===== src/rtl/debug_link_pkg.sv =====
// -----------------------------------------------------------------------------
// debug_link_pkg
// Shared definitions for the debug link transmit path: the frame-engine /
// word-sequencer state enum, frame geometry and line levels.
// -----------------------------------------------------------------------------
package debug_link_pkg;

  // IDLE/START/DATA/STOP are used by the bit-level engine. The word
  // sequencer uses IDLE, DATA (word in flight) and DONE.
  typedef enum logic [2:0] {
    IDLE  = 3'd0,
    START = 3'd1,
    DATA  = 3'd2,
    STOP  = 3'd3,
    DONE  = 3'd4
  } state_e;

  localparam int   BITS_PER_FRAME = 10;
  localparam int   BYTES_PER_WORD = 4;
  localparam logic START_BIT      = 1'b0;
  localparam logic STOP_BIT       = 1'b1;

  // Fold one byte into a running XOR checksum.
  function automatic logic [7:0] csum_fold(input logic [7:0] acc, input logic [7:0] b);
    return acc ^ b;
  endfunction

endpackage


===== src/rtl/uart_tx_byte.sv =====
// -----------------------------------------------------------------------------
// uart_tx_byte
// Bit-level 8N1 frame engine: start bit, 8 data bits LSB first, stop bit,
// each bit CLKS_PER_BIT cycles long.
//
// Ports:
//   clk        in   clock, rising edge
//   reset      in   asynchronous active-high reset
//   byte_start in   load byte_data and begin a frame (taken in IDLE, or in the
//                   final cycle of a stop bit for zero-gap chaining)
//   byte_data  in   byte to send, sampled when byte_start is taken
//   byte_done  out  high during the final cycle of the stop bit
//   tx         out  serial line, driven from a flop, idles high
// -----------------------------------------------------------------------------
module uart_tx_byte
  import debug_link_pkg::*;
#(
  parameter int CLKS_PER_BIT = 868
) (
  input  logic       clk,
  input  logic       reset,
  input  logic       byte_start,
  input  logic [7:0] byte_data,
  output logic       byte_done,
  output logic       tx
);

  localparam int                CNT_W    = (CLKS_PER_BIT > 1) ? $clog2(CLKS_PER_BIT) : 1;
  localparam logic [CNT_W-1:0]  CNT_LAST = CNT_W'(CLKS_PER_BIT - 1);

  state_e           state_r;
  logic [CNT_W-1:0] baud_cnt_r;
  logic [2:0]       bit_idx_r;
  logic [7:0]       shift_r;
  logic             tx_r;

  logic             bit_end_s;
  logic             byte_done_s;

  // Decode end of the current bit period and end of the stop bit.
  always_comb begin
    bit_end_s   = (baud_cnt_r == CNT_LAST);
    byte_done_s = (state_r == STOP) && bit_end_s;
  end

  // Frame engine: baud counter, bit index, data shifter and line flop.
  always_ff @(posedge clk or posedge reset) begin
    if (reset) begin
      state_r    <= IDLE;
      baud_cnt_r <= '0;
      bit_idx_r  <= 3'd0;
      shift_r    <= 8'h00;
      tx_r       <= STOP_BIT;
    end else begin
      case (state_r)
        IDLE: begin
          baud_cnt_r <= '0;
          if (byte_start) begin
            state_r <= START;
            shift_r <= byte_data;
            tx_r    <= START_BIT;
          end
        end

        START: begin
          if (bit_end_s) begin
            baud_cnt_r <= '0;
            bit_idx_r  <= 3'd0;
            state_r    <= DATA;
            tx_r       <= shift_r[0];
            shift_r    <= {1'b0, shift_r[7:1]};
          end else begin
            baud_cnt_r <= baud_cnt_r + CNT_W'(1);
          end
        end

        DATA: begin
          if (bit_end_s) begin
            baud_cnt_r <= '0;
            if (bit_idx_r == 3'd7) begin
              state_r <= STOP;
              tx_r    <= STOP_BIT;
            end else begin
              bit_idx_r <= bit_idx_r + 3'd1;
              tx_r      <= shift_r[0];
              shift_r   <= {1'b0, shift_r[7:1]};
            end
          end else begin
            baud_cnt_r <= baud_cnt_r + CNT_W'(1);
          end
        end

        STOP: begin
          if (bit_end_s) begin
            baud_cnt_r <= '0;
            // A request on the last stop cycle starts the next frame with no
            // idle gap on the line.
            if (byte_start) begin
              state_r <= START;
              shift_r <= byte_data;
              tx_r    <= START_BIT;
            end else begin
              state_r <= IDLE;
              tx_r    <= STOP_BIT;
            end
          end else begin
            baud_cnt_r <= baud_cnt_r + CNT_W'(1);
          end
        end

        default: begin
          state_r    <= IDLE;
          baud_cnt_r <= '0;
          bit_idx_r  <= 3'd0;
          tx_r       <= STOP_BIT;
        end
      endcase
    end
  end

  assign byte_done = byte_done_s;
  assign tx        = tx_r;

endmodule


===== src/rtl/debug_word_tx.sv =====
// -----------------------------------------------------------------------------
// debug_word_tx
// Transmit side of the debug link. Accepts a 32-bit word per data_start,
// sends it MSB byte first as back-to-back 8N1 frames and pulses data_ready
// for one cycle after the final stop bit.
//
// Build option: define DEBUG_WORD_TX_CHECKSUM_EN to append a fifth byte
// holding the XOR of the four data bytes.
//
// Ports:
//   clk         in   clock, rising edge
//   reset       in   asynchronous active-high reset
//   data[31:0]  in   word to send, sampled only on the accepting edge
//   data_start  in   request, accepted when idle
//   data_ready  out  one-cycle pulse when the word has been fully sent
//   busy        out  high from acceptance until data_ready
//   tx          out  serial line, idles high
// -----------------------------------------------------------------------------
module debug_word_tx
  import debug_link_pkg::*;
#(
  parameter int CLKS_PER_BIT = 868
) (
  input  logic        clk,
  input  logic        reset,
  input  logic [31:0] data,
  input  logic        data_start,
  output logic        data_ready,
  output logic        busy,
  output logic        tx
);

`ifdef DEBUG_WORD_TX_CHECKSUM_EN
  localparam int NUM_BYTES = BYTES_PER_WORD + 1;
`else
  localparam int NUM_BYTES = BYTES_PER_WORD;
`endif
  localparam int               IDX_W    = $clog2(NUM_BYTES);
  localparam logic [IDX_W-1:0] IDX_LAST = IDX_W'(NUM_BYTES - 1);

  state_e           state_r;
  logic [31:0]      word_r;       // remaining data bytes, next one in [31:24]
  logic [IDX_W-1:0] byte_idx_r;   // index of the byte currently on the line
  logic             busy_r;
  logic             data_ready_r;
`ifdef DEBUG_WORD_TX_CHECKSUM_EN
  localparam logic [IDX_W-1:0] IDX_LAST_DATA = IDX_W'(BYTES_PER_WORD - 1);
  logic [7:0]       csum_r;
`endif

  logic             accept_s;
  logic             advance_s;
  logic             finish_s;
  logic             byte_start_s;
  logic [7:0]       byte_data_s;
  logic             byte_done_s;

  // Sequencing decisions: accept a new word, chain the next byte, or finish.
  always_comb begin
    accept_s    = 1'b0;
    advance_s   = 1'b0;
    finish_s    = 1'b0;
    byte_data_s = word_r[31:24];
    case (state_r)
      IDLE: begin
        if (data_start) begin
          accept_s    = 1'b1;
          byte_data_s = data[31:24];
        end else begin
          accept_s    = 1'b0;
        end
      end
      DATA: begin
        if (byte_done_s) begin
          if (byte_idx_r == IDX_LAST) begin
            finish_s  = 1'b1;
          end else begin
            advance_s = 1'b1;
`ifdef DEBUG_WORD_TX_CHECKSUM_EN
            if (byte_idx_r == IDX_LAST_DATA) begin
              byte_data_s = csum_r;
            end else begin
              byte_data_s = word_r[31:24];
            end
`endif
          end
        end else begin
          finish_s = 1'b0;
        end
      end
      default: begin
        accept_s = 1'b0;
      end
    endcase
    byte_start_s = accept_s | advance_s;
  end

  // Word sequencer: shift register, byte index, checksum, busy/data_ready.
  always_ff @(posedge clk or posedge reset) begin
    if (reset) begin
      state_r      <= IDLE;
      word_r       <= 32'h0000_0000;
      byte_idx_r   <= '0;
      busy_r       <= 1'b0;
      data_ready_r <= 1'b0;
`ifdef DEBUG_WORD_TX_CHECKSUM_EN
      csum_r       <= 8'h00;
`endif
    end else begin
      case (state_r)
        IDLE: begin
          data_ready_r <= 1'b0;
          if (accept_s) begin
            state_r    <= DATA;
            // Byte 0 goes straight to the engine; keep bytes 1..3.
            word_r     <= {data[23:0], 8'h00};
            byte_idx_r <= '0;
            busy_r     <= 1'b1;
`ifdef DEBUG_WORD_TX_CHECKSUM_EN
            csum_r     <= data[31:24];
`endif
          end
        end

        DATA: begin
          if (finish_s) begin
            state_r      <= DONE;
            busy_r       <= 1'b0;
            data_ready_r <= 1'b1;
          end else if (advance_s) begin
            byte_idx_r <= byte_idx_r + IDX_W'(1);
            word_r     <= {word_r[23:0], 8'h00};
`ifdef DEBUG_WORD_TX_CHECKSUM_EN
            csum_r     <= csum_fold(csum_r, word_r[31:24]);
`endif
          end
        end

        // One-cycle completion; a request seen here is dropped.
        DONE: begin
          state_r      <= IDLE;
          data_ready_r <= 1'b0;
        end

        default: begin
          state_r      <= IDLE;
          busy_r       <= 1'b0;
          data_ready_r <= 1'b0;
        end
      endcase
    end
  end

  uart_tx_byte #(
    .CLKS_PER_BIT (CLKS_PER_BIT)
  ) u_byte (
    .clk        (clk),
    .reset      (reset),
    .byte_start (byte_start_s),
    .byte_data  (byte_data_s),
    .byte_done  (byte_done_s),
    .tx         (tx)
  );

  assign busy       = busy_r;
  assign data_ready = data_ready_r;

endmodule


===== config.mk =====
export PLATFORM = sky130hd
export DESIGN_NAME = debug_word_tx
export DESIGN_NICKNAME = d
export VERILOG_FILES = /design/src/rtl/debug_link_pkg.sv /design/src/rtl/uart_tx_byte.sv /design/src/rtl/debug_word_tx.sv
export SDC_FILE = /design/constraint.sdc
export NUM_CORES = 1
export LEC_CHECK = 0
export ABC_AREA = 1
export CELL_PAD_IN_SITES_DETAIL_PLACEMENT = 1
export CELL_PAD_IN_SITES_GLOBAL_PLACEMENT = 2
export CORE_MARGIN = 3
export CORE_UTILIZATION = 37
export CTS_BUF_LIST = sky130_fd_sc_hd__clkbuf_16
export CTS_CLUSTER_DIAMETER = 100
export DETAILED_ROUTE_END_ITERATION = 10
export DONT_BUFFER_PORTS = 1
export GPL_TIMING_DRIVEN = 0
export PLACE_DENSITY = 0.84
export SETUP_SLACK_MARGIN = 0.1
export SLEW_MARGIN = 10
export SYNTH_ARGS = -nofsm -noshare
export SYNTH_HDL_FRONTEND = slang
export SYNTH_SLANG_ARGS = --single-unit

===== constraint.sdc =====
create_clock -name clk -period 2.3 [get_ports clk]
set_input_delay 0.46 -clock clk [delete_from_list [all_inputs] [get_ports clk]]
set_output_delay 0.46 -clock clk [all_outputs]
set_load 0.02 [all_outputs]

# After elaboration in Yosys (flattened, before gate mapping)

Index checks and enable logic that the tools add are counted.

Bits of input ports: 35
Register bits after elaboration: 64
Output and inout bits: 3

Bitwise logic cells: 3
Muxes and demuxes: 52
Eq/ne operators: 18
Reduce and logical (&&, ||, !) cells: 14
$add $sub $neg: 3

Operators with widths:

| operator                                                                 | number |
|---|---|
| 32-bit two-way mux                                                       | 3 |
| 32-bit case mux with 2 select lines                                      | 1 |
| 8-bit two-way mux                                                        | 7 |
| 8-bit case mux with 4 select lines                                       | 1 |
| 3-bit two-way mux                                                        | 10 |
| 10-bit two-way mux                                                       | 2 |
| 1-bit two-way mux                                                        | 19 |
| 2-bit inequality test (second input constant)                            | 6 |
| 3-bit case mux with 4 select lines                                       | 1 |
| 4-bit AND reduction                                                      | 3 |
| 10-bit by 1-bit adder with 10-bit output (second input constant)         | 1 |
| 10-bit equality test (second input constant)                             | 1 |
| 5-bit AND reduction                                                      | 2 |
| 3-bit by 2-bit equality test with 1-bit output (second input constant)   | 3 |
| 3-bit case mux with 3 select lines                                       | 1 |
| 2-bit by 1-bit inequality test with 1-bit output (second input constant) | 4 |
| 3-bit equality test (second input constant)                              | 2 |
| 3-bit logical NOT                                                        | 2 |
| 2-bit two-way mux                                                        | 3 |
| 3-bit case mux with 2 select lines                                       | 1 |
| 1-bit case mux with 4 select lines                                       | 1 |
| 2-bit case mux with 2 select lines                                       | 1 |
| 4-bit nonzero test                                                       | 1 |
| 3-bit by 1-bit adder with 3-bit output (second input constant)           | 1 |
| 12 further kinds                                                         | 13 |

# Longest topological paths before layout

Gate-level depths: netlist of the first run.

Depth after elaboration: 8
Mapped depth: 11
Depth with buffers taken out: 11

# Hierarchy

From an unflattened synthesis of the first run, not the netlist that was laid out.

Cell total of the unflattened synthesis: 384
Area total of the unflattened synthesis: 3021.6 um^2

By module, submodules not included:

| module        | seq. area each (um^2) | cells each | instances | area an instance (um^2) |
|---|---|---|---|---|
| debug_word_tx | 750.7                 | 216        | 1         | 1624.1 |
| uart_tx_byte  | 601.8                 | 168        | 1         | 1397.6 |

# Worst setup path after synthesis of the first run

Ideal clock, no wire load.

Kind: reg-to-reg
From: register u_byte.state_r[0]
To: register u_byte.shift_r[0]
Required time: 2177 ps
Cell stages (with the launch flop): 11
Setup slack: 743 ps
Library setup time: 123 ps
Arrival: 1433 ps
Cell sequence: dfrtp_1 -> inv_1 -> ha_1 -> inv_1 -> nand2_1 -> o21ai_0 -> a21oi_1 -> nand2_2 -> buf_6 -> nand2_2 -> o21ai_2

Word-level cells in the longest chain between the ends: 8

RTL lines:

| item                                           | line                                   | RTL |
|---|---|---|
| start: declaration                             | uart_tx_byte.sv:31                     | `state_e state_r;` |
| start signal: assignment                       | uart_tx_byte.sv:49                     | `state_r <= IDLE;` |
| start signal: assignment                       | uart_tx_byte.sv:59                     | `state_r <= START;` |
| start signal: assignment                       | uart_tx_byte.sv:69                     | `state_r <= DATA;` |
| 3-bit by 2-bit equality test with 1-bit output | uart_tx_byte.sv:43, uart_tx_byte.sv:55 |  |
| 1-bit logical AND                              | uart_tx_byte.sv:43                     | `byte_done_s = (state_r == STOP) && bit_end_s;` |
| 1-bit two-way mux                              | debug_word_tx.sv:74                    | `if (byte_done_s) begin` |
| 1-bit two-way mux                              | debug_word_tx.sv:64                    | `case (state_r)` |
| 1-bit OR                                       | debug_word_tx.sv:95                    | `byte_start_s = accept_s \| advance_s;` |
| 8-bit two-way mux (2 in a row)                 | --                                     |  |
| 8-bit case mux with 4 select lines             | uart_tx_byte.sv:55                     | `case (state_r)` |
| end signal: assignment                         | uart_tx_byte.sv:60                     | `shift_r <= byte_data;` |
| end signal: assignment                         | uart_tx_byte.sv:71                     | `shift_r <= {1'b0, shift_r[7:1]};` |
| end signal: assignment                         | uart_tx_byte.sv:86                     | `shift_r <= {1'b0, shift_r[7:1]};` |
| end: declaration                               | uart_tx_byte.sv:34                     | `logic [7:0] shift_r;` |

Parallel ways exist; a longest one is shown, timed or not. The select of a mux whose other input is x is not followed.
A chain may end at the register's enable or synchronous reset.

# Final worst setup path of the first run

Same ends and word-level chain as after synthesis.

==> results of run 1 <==
per-stage QoR:
step	total power (uW)	instance area (um^2)	util [%]	setup slack, ns
6_report	1930	3090	44.0	0.438
5_1_grt	2010	3090	44.0	0.236
2_1_floorplan	981	2760	-	0.527
3_3_place_gp	988	2880	41.0	-0.240
3_5_place_dp	993	2900	41.3	0.448
4_1_cts	1970	3090	44.0	0.425
power by group through the flow:
stage | clock network, uW | logic (uW) | registers [uW]
4_1_cts | 994 | 25.1 | 948
2_1_floorplan | 0 | 13.9 | 967
5_1_grt | 1030 | 27.7 | 948
3_3_place_gp | 0 | 20.8 | 967
6_report | 957 | 22.7 | 949
3_5_place_dp | 0 | 25.2 | 967
final cells by class:
type,count,area (um^2)
plain buffers,13,82.6
clock buffers,5,125
clock inverters,3,63.8
fillers,877,3930
inverters,47,176
multi-input cells,215,1150
flip-flops and latches,54,1350
well taps,96,120
repair buffers,1,20.0
cell usage after synthesis, drive strengths merged:
cell type  instances  area share, %
nor3b              2           0.54
nand3             18            3.3
nor3               2           0.54
nand2             79             11
buf                8            2.3
ha                 9            4.1
dfstp              1           0.95
clkinv             1           0.14
a21oi              9            1.6
nor2              19            2.9
nand4              3           0.91
dfrtp             53             48
xnor2              1           0.32
clkbuf             5           0.68
a221oi             1           0.32
o211ai            16            4.4
o21a               1           0.27
inv               46            6.3
o21ai             55             11
cells by family (layout without fill, tap and decap cells):
| kind of cell | after synthesis | in the layout |
|---|---|---|
| xor gates and xnor gates | 1 | 1 |
| AOI/OAI and AO/OA | 82 | 82 |
| adders and majority gates | 9 | 9 |
| DFF | 54 | 54 |
| and+or+nand+nor | 123 | 123 |
| buffers and inverters | 60 | 69 |
flip-flops by register name, summed over array words and instances, names as in the netlist:
name               count
u_byte.baud_cnt_r     10
word_r                24
u_byte.state_r         2
byte_idx_r             2
u_byte.shift_r         8
u_byte.tx              1
data_ready             1
u_byte.bit_idx_r       3
state_r                2
busy                   1
worst max-delay path, stage by stage (launching register included):
cell     delay (ns)
dfrtp_1        0.41
inv_1          0.13
ha_1           0.26
inv_1          0.08
nand2_1        0.12
o21ai_0        0.10
a21oi_1        0.19
nand2_2        0.16
buf_6          0.19
nand2_2        0.06
o21ai_2        0.05
worst max path at each step:
stage	cells after the start	slack (ns)	endpoint	from
final	10	0.44	u_byte.shift_r[0]	u_byte.state_r[0]
after global routing	10	0.24	u_byte.shift_r[1]	u_byte.state_r[0]
after CTS	10	0.43	u_byte.shift_r[0]	u_byte.state_r[0]
after detailed placement	6	0.45	u_byte.shift_r[5]	u_byte.state_r[0]
after global placement	1	-0.24	u_byte.shift_r[4]	reset
after floorplan	1	0.53	busy	reset
metal layers:
| layer | track usage (%) | vias up |
|---|---|---|
| met5 | 0 | - |
| met4 | 4.08 | 0 |
| met3 | 4.79 | 4 |
| met2 | 28.2 | 32 |
| met1 | 21.4 | 1061 |
| li1 | - | 1082 |
==> out/metrics.yaml, run 1 <==
status:
  status: "complete, no violations"
grt:
  grt_overflow_total: 0
  grt_pass1_wl_mm: 11.4
  grt_max_degree: 34
  gr-usage-all-layers_pct: 16.8
  antenna_found_initial: 0
  grt_pass1_vias: 2372
routing:
  met1_length_mm: 2.92
  wl_per_cell_um: 15.1
  dr_wl_met3_um: 341
  wl_met2_mm: 3.22
  top_layer_used: "met4"
  drcViolationCount: 0
  drtIter0Drc: 75
  routed_via_density: 5.02
  drtAntennaViolNets: 0
  drtPass1Iterations: 4
  wl_mm: 6.54
  num_vias: 2179
clocking:
  clk_pin_slew_ns: 0.07
  htree_levels: 2
  cts_resized: 0
  numCtsBuffers: 5
  ctsHoldBuffers: 0
  cts_tree: "yes"
  ctsRootBufferMaster: "clkbuf_16"
  clock_sinks: 54
  insertion_delay_ns: 0.29
  postCtsSetupRepairBufs: 0
  ctsLongestPathBuffers: 2
layout:
  final_cell_mix: "nand2_1 (73), dfrtp_1 (53), o21ai_0 (47)"
  drive_gt1_share_pct: 10.7
  diodes: 0
  nets: 381
  fin_cells: 434
  syn2layout_area_growth_pct: 11.9
  final_common_cell: "nand2_1"
worst_setup_path:
  rr_startpoint: "u_byte.state_r[0]"
  critPathKind: "reg2reg"
  arrival_ns: 2.04
  r2r-end: "u_byte.shift_r[0]"
  crit_path_max_fanout: 10
  reg2regPathDepth: 10
  r2r_setup_slack_ns: 0.44
  worstPathRequired_ns: 2.47
  crit_path_start_kind: "flip-flop"
  endpoint_kind: "flip-flop"
power_and_ir_drop:
  pwr-share-seq_pct: 49.2
  pwr-share-comb_pct: 1.2
  switching_share_pct: 18.5
  internal_power_uw: 1570
  p_leak_uw: 0.00153
  p_clk_share_pct: 49.6
  vdd_drop_max_mv: 0.275
  pwr_density_cell_nw_per_um2: 625
  switching_power_uw: 356
sta:
  fmax_mhz: 537
  setup_viol_count_final: 0
  setup-tns-final_ns: 0
  hold_ws_ns: 0.0832
  worstMarginPinSlew_ns: 0.548
  slew_viol_final: 0
  skew_ns: 0.00483
  grt_setup_unrepaired: "no"
  final_hold_viol_count: 0
  layout_min_cycle_time_ns: 1.86
  max-slew-margin-rel_pct: 63.5
  min_period_over_period_pct: 81.0
die:
  die-height_um: 92.3
  die_w_um: 92.3
  rows: 30
  core_area_um2: 7020
  start_util_pct: 39.3
  dieArea_um2: 8520
  design.portCount: 38
synthesis:
  netlist_instances: 329
  muxShareOfSynthArea_pct: 0
  synth_xor_area_share_pct: 0.318
  synth_compound_area_share_pct: 17.6
  syn-num-nets: 373
  synth_simple_gate_area_share_pct: 19.5
  ys_ff_latch: 54
  ys_seq_area_share_pct: 49.0
  synth_top_family_by_area: "simple AND/OR/NAND/NOR gates"
  yosys_warnings: 0
  ys_types: 27
  synthAdderAreaFrac_pct: 4.08
  syn_area_um2: 2760
  synth_area_per_cell_um2: 8.38
placement:
  hpwl_mm: 4.83
  gp_congestion: 0.821
  place_inst: 426
  port_buffers: 0
hold_path:
  hold_class: "in2async"
flow_run:
  max-cap-violations: 0
No activity file was read; power rests on OpenSTA's default activity.
==> run 2, diff against run 1 <==
--- a/config.mk
+++ b/config.mk
@@ -9,13 +9,13 @@
 export CELL_PAD_IN_SITES_DETAIL_PLACEMENT = 1
 export CELL_PAD_IN_SITES_GLOBAL_PLACEMENT = 2
 export CORE_MARGIN = 3
-export CORE_UTILIZATION = 37
+export CORE_UTILIZATION = 34
 export CTS_BUF_LIST = sky130_fd_sc_hd__clkbuf_16
 export CTS_CLUSTER_DIAMETER = 100
 export DETAILED_ROUTE_END_ITERATION = 10
 export DONT_BUFFER_PORTS = 1
 export GPL_TIMING_DRIVEN = 0
-export PLACE_DENSITY = 0.84
+export PLACE_DENSITY = 0.82
 export SETUP_SLACK_MARGIN = 0.1
 export SLEW_MARGIN = 10
 export SYNTH_ARGS = -nofsm -noshare
==> constraint.sdc (replaced) <==
create_clock -name clk -period 1.6 [get_ports clk]
set_input_delay 0.32 -clock clk [delete_from_list [all_inputs] [get_ports clk]]
set_output_delay 0.32 -clock clk [all_outputs]
set_load 0.02 [all_outputs]
==> out/metrics.yaml, run 2 (synthesis results as in run 1) <==
routing:
  wl_per_cell_um: 16.0  # was 15.1 um
  drtIter0Drc: 57  # was 75
  drtAntennaViolNets: 0  # unchanged
  drcViolationCount: 0  # unchanged
  wl_mm: 7.40  # was 6.54 mm
  num_vias: 2345  # was 2179
  routed_via_density: 5.08  # was 5.02
  drtPass1Iterations: 4  # unchanged
layout:
  ff_latch_area_um2: 1350  # unchanged
  drive_gt1_share_pct: 28.6  # was 10.7%
  final_cell_area_um2: 3580  # was 3090 um^2
  regMostFlops: "word_r"  # unchanged
  syn2layout_area_growth_pct: 29.9  # was 11.9%
  multi_input_area_um2: 1410  # was 1150 um^2
  largest_reg_flops: 24  # unchanged
  reg_top3: "word_r: 24 flops, u_byte.baud_cnt_r: 10 flops, u_byte.shift_r: 8 flops"  # unchanged
  nets: 403  # was 381
  final_common_cell: "nand2_1"  # unchanged
  diodes: 0  # unchanged
  n_fill_cell: 934  # was 877
  final_cell_mix: "nand2_1 (65), dfrtp_1 (53), inv_1 (40)"  # was nand2_1 (73), dfrtp_1 (53), o21ai_0 (47)
placement:
  hpwl_mm: 4.92  # was 4.83 mm
  gp_congestion: 0.739  # was 0.821
  placed_area_um2: 2890  # was 2900 um^2
  port_buffers: 0  # unchanged
sta:
  fmax_mhz: 578  # was 537 MHz
  skew_ns: 0.00715  # was 0.00483 ns
  grt_setup_unrepaired: "yes"  # was no
  setup_viol_count_final: 39  # was 0
  fin_ws_ns: -0.130  # was 0.438 ns
  final_hold_viol_count: 0  # unchanged
  hold_ws_ns: 0.151  # was 0.0832 ns
  worstMarginPinSlew_ns: 0.624  # was 0.548 ns
  slew_viol_final: 0  # unchanged
  max-slew-margin-rel_pct: 58.3  # was 63.5%
  min_period_over_period_pct: 108  # was 81.0%
  layout_min_cycle_time_ns: 1.73  # was 1.86 ns
power_and_ir_drop:
  pwr_density_cell_nw_per_um2: 697  # was 625 nW/um^2
  pwr-share-seq_pct: 54.6  # was 49.2%
  vdd_drop_max_mv: 0.375  # was 0.275 mV
  p_clk_share_pct: 44.0  # was 49.6%
  p_leak_uw: 0.00169  # was 0.00153 uW
  internal_power_uw: 1950  # was 1570 uW
  switching_power_uw: 546  # was 356 uW
  switching_share_pct: 21.8  # was 18.5%
  pwr-share-comb_pct: 1.5  # was 1.2%
clocking:
  clk_pin_slew_ns: 0.07  # about the same
  insertion_delay_ns: 0.29  # about the same
  htree_levels: 2  # unchanged
  clock_sinks: 54  # unchanged
  cts_tree: "yes"  # unchanged
  ctsRootBufferMaster: "clkbuf_16"  # unchanged
  ctsLongestPathBuffers: 2  # unchanged
  numCtsBuffers: 5  # unchanged
die:
  die_w_um: 96.1  # was 92.3 um
  dieArea_um2: 9230  # was 8520 um^2
  design.portCount: 38  # unchanged
  core_area_um2: 7810  # was 7020 um^2
  rows: 32  # was 30
  die-height_um: 96.1  # was 92.3 um
  start_util_pct: 35.3  # was 39.3%
flow_run:
  max-cap-violations: 0  # unchanged
grt:
  grt_pass1_wl_mm: 11.8  # was 11.4 mm
  grt_max_degree: 55  # was 34
  grt_overflow_total: 0  # unchanged
  grt_pass1_vias: 2432  # was 2372
  gr-usage-all-layers_pct: 16.6  # was 16.8%
  antenna_found_initial: 0  # unchanged
worst_setup_path:
  critPathKind: "reg2reg"  # unchanged
  arrival_ns: 1.95  # was 2.04 ns
  crit_path_start_kind: "flip-flop"  # unchanged
  worstPathRequired_ns: 1.82  # was 2.47 ns
  endpoint_kind: "flip-flop"  # unchanged
  crit_path_max_fanout: 10  # unchanged
status:
  violations: "setup timing"
  status: "complete, but fails checks"  # was complete, no violations
hold_path:
  hold_class: "in2reg"  # was in2async
[run 2: changes by cell type in the layout (fill, tap and decap cells not counted), sizes merged]
cell         before  now
buf               9   28
bufinv            2    0
clkbuf           10   12
clkinvlp          0    2
dlygate4sd3       0    1
[run 2: final timing paths]
path / start / endpoint / slack [ns] / cells after the start
min: data[6] / word_r[14] / 0.15 / 2
max reg2reg: u_byte.baud_cnt_r[1] / word_r[24] / -0.13 / 10
max in group asynchronous: reset / word_r[27] / 0.47 / 3
min reg2reg: u_byte.shift_r[7] / u_byte.shift_r[7] / 0.49 / 2
max: u_byte.baud_cnt_r[1] / word_r[24] / -0.13 / 10
min in group asynchronous: reset / word_r[13] / 0.58 / 2
[run 2: metrics by stage]
| step | power (uW) | TNS [ns] | setup slack (ns) | std cells | util (%) |
|---|---|---|---|---|---|
| 2_1_floorplan | 1410 | 0 | 0.0638 | 329 | - |
| 3_3_place_gp | 1420 | -5.12 | -0.218 | 431 | 37.1 |
| 3_5_place_dp | 1420 | -6.89 | -0.321 | 431 | 37.1 |
| 4_1_cts | 2520 | -2.71 | -0.107 | 446 | 40.6 |
| 5_1_grt | 2590 | -8.64 | -0.266 | 462 | 45.9 |
| 6_report | 2500 | -3.54 | -0.130 | 462 | 45.9 |
[run 2: routing by layer]
metal / wire length (um) / up-vias / share of wire, % / global-route usage, %
met4: 68 / 0 / 0.92 / 3.91
met2: 3860 / 28 / 52 / 29.0
met1: 3150 / 1169 / 42 / 20.2
met3: 332 / 6 / 4.5 / 4.46
li1: - / 1142 / - / -
met5: 0 / - / 0 / 0
[run 2: power by group through the flow]
stage	logic (uW)	clock network (uW)	registers, uW
6_report	36.4	1100	1360
5_1_grt	42.5	1180	1360
4_1_cts	30.3	1130	1360
3_5_place_dp	30.4	0	1390
3_3_place_gp	30.3	0	1390
2_1_floorplan	20.5	0	1390
[run 2: critical path: stages, from the launching register on]
cell	delay [ns]
dfrtp_1	0.37
ha_2	0.19
inv_2	0.04
nor2_4	0.07
nand2_2	0.06
nor2_4	0.18
nand4_4	0.21
nand2_8	0.19
buf_8	0.14
o211ai_1	0.10
o21ai_1	0.11
[run 2: area by class of cell]
| type | count | share of cell area (%) |
|---|---|---|
| Clock buffer | 5 | 3.49 |
| Multi-Input combinational cell | 215 | 39.3 |
| Clock inverter | 3 | 0.559 |
| Buffer | 13 | 3.25 |
| Inverter | 47 | 5.24 |
| Tap cell | 102 | 3.56 |
| Sequential cell | 54 | 37.7 |
| Timing Repair Buffer | 23 | 6.84 |
[run 2: what timing repair did]
item / in CTS / in global routing
cloned: 0 / 2
buffers inserted: 7 / 12
setup endpoints to repair: 44 / 52
pin swaps: 4 / 13
resized for setup: 31 / 76
hold buffers: 0 / 1
hold endpoints to repair: 0 / 10
==> run 3, diff against run 2 <==
--- a/config.mk
+++ b/config.mk
@@ -17,6 +17,7 @@
 export GPL_TIMING_DRIVEN = 0
 export PLACE_DENSITY = 0.82
 export SETUP_SLACK_MARGIN = 0.1
+export SKIP_LAST_GASP = 1
 export SLEW_MARGIN = 10
 export SYNTH_ARGS = -nofsm -noshare
 export SYNTH_HDL_FRONTEND = slang
==> out/metrics.yaml, run 3 (synthesis results as in run 1) <==
status:
  status: "complete, but fails checks"  # unchanged
  violations: "setup timing"  # unchanged
worst_setup_path:
  crit_path_frequent_cell: "nor2_4"  # unchanged
  endpoint_kind: "flip-flop"  # unchanged
  critPathKind: "reg2reg"  # unchanged
  crit_chain: "ha_2 > inv_2 > nor2_4 > nand2_2 > nor2_4 > nand4_4 > nand2_8 > buf_8 > o211ai_1 > o21ai_1"  # unchanged
  crit_path_max_fanout: 10  # unchanged
  crit_slowest_cell: "dfrtp_1"  # unchanged
  crit_path_start_kind: "flip-flop"  # unchanged
  arrival_ns: 1.96  # was 1.95 ns
  max_stage_delay_ns: 0.37  # about the same
  worstPathRequired_ns: 1.82  # about the same
power_and_ir_drop:
  pwr-share-comb_pct: 1.4  # was 1.5%
  switching_power_uw: 544  # was 546 uW
  pwr-share-seq_pct: 54.6  # about the same
  switching_share_pct: 21.8  # about the same
  internal_power_uw: 1950  # about the same
  p_clk_share_pct: 43.9  # was 44.0%
  p_leak_uw: 0.00168  # was 0.00169 uW
  pwr_density_cell_nw_per_um2: 707  # was 697 nW/um^2
  vdd_drop_max_mv: 0.372  # was 0.375 mV
sta:
  skew_ns: 0.00697  # was 0.00715 ns
  slew_viol_final: 0  # unchanged
  setup-tns-final_ns: -4.11  # was -3.54 ns
  final_hold_viol_count: 0  # unchanged
  max-slew-margin-rel_pct: 59.1  # was 58.3%
  worstMarginPinSlew_ns: 0.612  # was 0.624 ns
  hold_ws_ns: 0.151  # about the same
  fin_ws_ns: -0.144  # was -0.130 ns
  min_period_over_period_pct: 109  # was 108%
  layout_min_cycle_time_ns: 1.74  # was 1.73 ns
  grt_setup_unrepaired: "yes"  # unchanged
  fmax_mhz: 573  # was 578 MHz
  setup_viol_count_final: 40  # was 39
layout:
  syn2layout_area_growth_pct: 28.0  # was 29.9%
  largest_reg_flops: 24  # unchanged
  reg_top3: "word_r: 24 flops, u_byte.baud_cnt_r: 10 flops, u_byte.shift_r: 8 flops"  # unchanged
  final_cell_area_um2: 3530  # was 3580 um^2
  fin_cells: 462  # unchanged
  regMostFlops: "word_r"  # unchanged
  final_cell_mix: "nand2_1 (66), dfrtp_1 (53), inv_1 (40)"  # was nand2_1 (65), dfrtp_1 (53), inv_1 (40)
  drive_gt1_share_pct: 25.8  # was 28.6%
  diodes: 0  # unchanged
  nets: 403  # unchanged
  final_common_cell: "nand2_1"  # unchanged
clocking:
  ctsLongestPathBuffers: 2  # unchanged
  htree_levels: 2  # unchanged
  numCtsBuffers: 5  # unchanged
  clock_sinks: 54  # unchanged
  ctsRootBufferMaster: "clkbuf_16"  # unchanged
  clk_pin_slew_ns: 0.07  # about the same
  cts_tree: "yes"  # unchanged
  insertion_delay_ns: 0.29  # about the same
die:
  design.portCount: 38  # unchanged
  dieArea_um2: 9230  # unchanged
  core_area_um2: 7810  # unchanged
  start_util_pct: 35.3  # unchanged
  die-height_um: 96.1  # unchanged
  die_w_um: 96.1  # unchanged
  rows: 32  # unchanged
routing:
  drcViolationCount: 0  # unchanged
  drtPass1Iterations: 4  # unchanged
  drtAntennaViolNets: 0  # unchanged
  routed_via_density: 5.03  # was 5.08
  wl_per_cell_um: 15.9  # was 16.0 um
  drtIter0Drc: 49  # was 57
  wl_mm: 7.32  # was 7.40 mm
  num_vias: 2326  # was 2345
grt:
  grt_pass1_vias: 2423  # was 2432
  grt_pass1_wl_mm: 11.8  # about the same
  gr-usage-all-layers_pct: 16.6  # about the same
  grt_max_degree: 55  # unchanged
  grt_overflow_total: 0  # unchanged
  antenna_found_initial: 0  # unchanged
placement:
  placed_area_um2: 2890  # unchanged
  port_buffers: 0  # unchanged
  gp_congestion: 0.739  # unchanged
  hpwl_mm: 4.92  # unchanged
  place_ws_ns: -0.321  # unchanged
  place_inst: 431  # unchanged
flow_run:
  max-cap-violations: 0  # unchanged
hold_path:
  hold_class: "in2reg"  # unchanged
[run 3: metal layers]
layer	share of wire [%]	GRT usage [%]	wire length (um)	up-vias
met5	0	0	0	-
met4	0.90	3.91	66	0
met3	4.6	4.46	339	6
met2	52	28.7	3790	28
met1	43	20.5	3130	1155
li1	-	-	-	1137
[run 3: worst max-delay path: cells and delay by family (launching register included)]
| kind | cells | cell delay (ns) |
|---|---|---|
| AOI/OAI and AO/OA | 2 | 0.21 |
| adders and majority gates | 1 | 0.19 |
| buffers and inverters | 2 | 0.19 |
| DFF | 1 | 0.37 |
| and+or+nand+nor | 5 | 0.72 |
[run 3: cell type report]
cell class	instances	area (um^2)
fillers	941	4280
clock buffers	5	125
clock inverters	3	20.0
flip-flops and latches	54	1350
well taps	102	128
multi-input cells	215	1360
plain buffers	13	114
repair buffers	23	245
inverters	47	183
[run 3: final timing paths]
check,start,to,slack [ns],cells past startpoint
worst max-delay path,u_byte.baud_cnt_r[1],word_r[24],-0.14,10
worst min-delay path,data[6],word_r[14],0.15,2
worst max register to register,u_byte.baud_cnt_r[1],word_r[24],-0.14,10
worst min register to register,u_byte.shift_r[7],u_byte.shift_r[7],0.49,2
max in group asynchronous,reset,u_byte.state_r[1],0.48,3
min in group asynchronous,reset,word_r[12],0.58,2
[run 3: power groups by stage]
| stage | logic [uW] | clock network (uW) | registers (uW) |
|---|---|---|---|
| 2_1_floorplan | 20.5 | 0 | 1390 |
| 3_3_place_gp | 30.3 | 0 | 1390 |
| 3_5_place_dp | 30.4 | 0 | 1390 |
| 4_1_cts | 30.3 | 1130 | 1360 |
| 5_1_grt | 42.5 | 1180 | 1360 |
| 6_report | 36.2 | 1100 | 1360 |
[run 3: what timing repair did]
item | CTS | global route
setup buffers | 7 | 12
hold endpoints to repair | 0 | 10
pin swaps | 4 | 12
gates cloned | 0 | 2
resized for setup | 22 | 65
hold buffers | 0 | 1
endpoints found under the setup margin | 44 | 52
[run 3: per-stage QoR]
stage	utilization [%]	total power, uW
2_1_floorplan	-	1410
3_3_place_gp	37.1	1420
3_5_place_dp	37.1	1420
4_1_cts	40.5	2520
5_1_grt	45.2	2590
6_report	45.2	2500
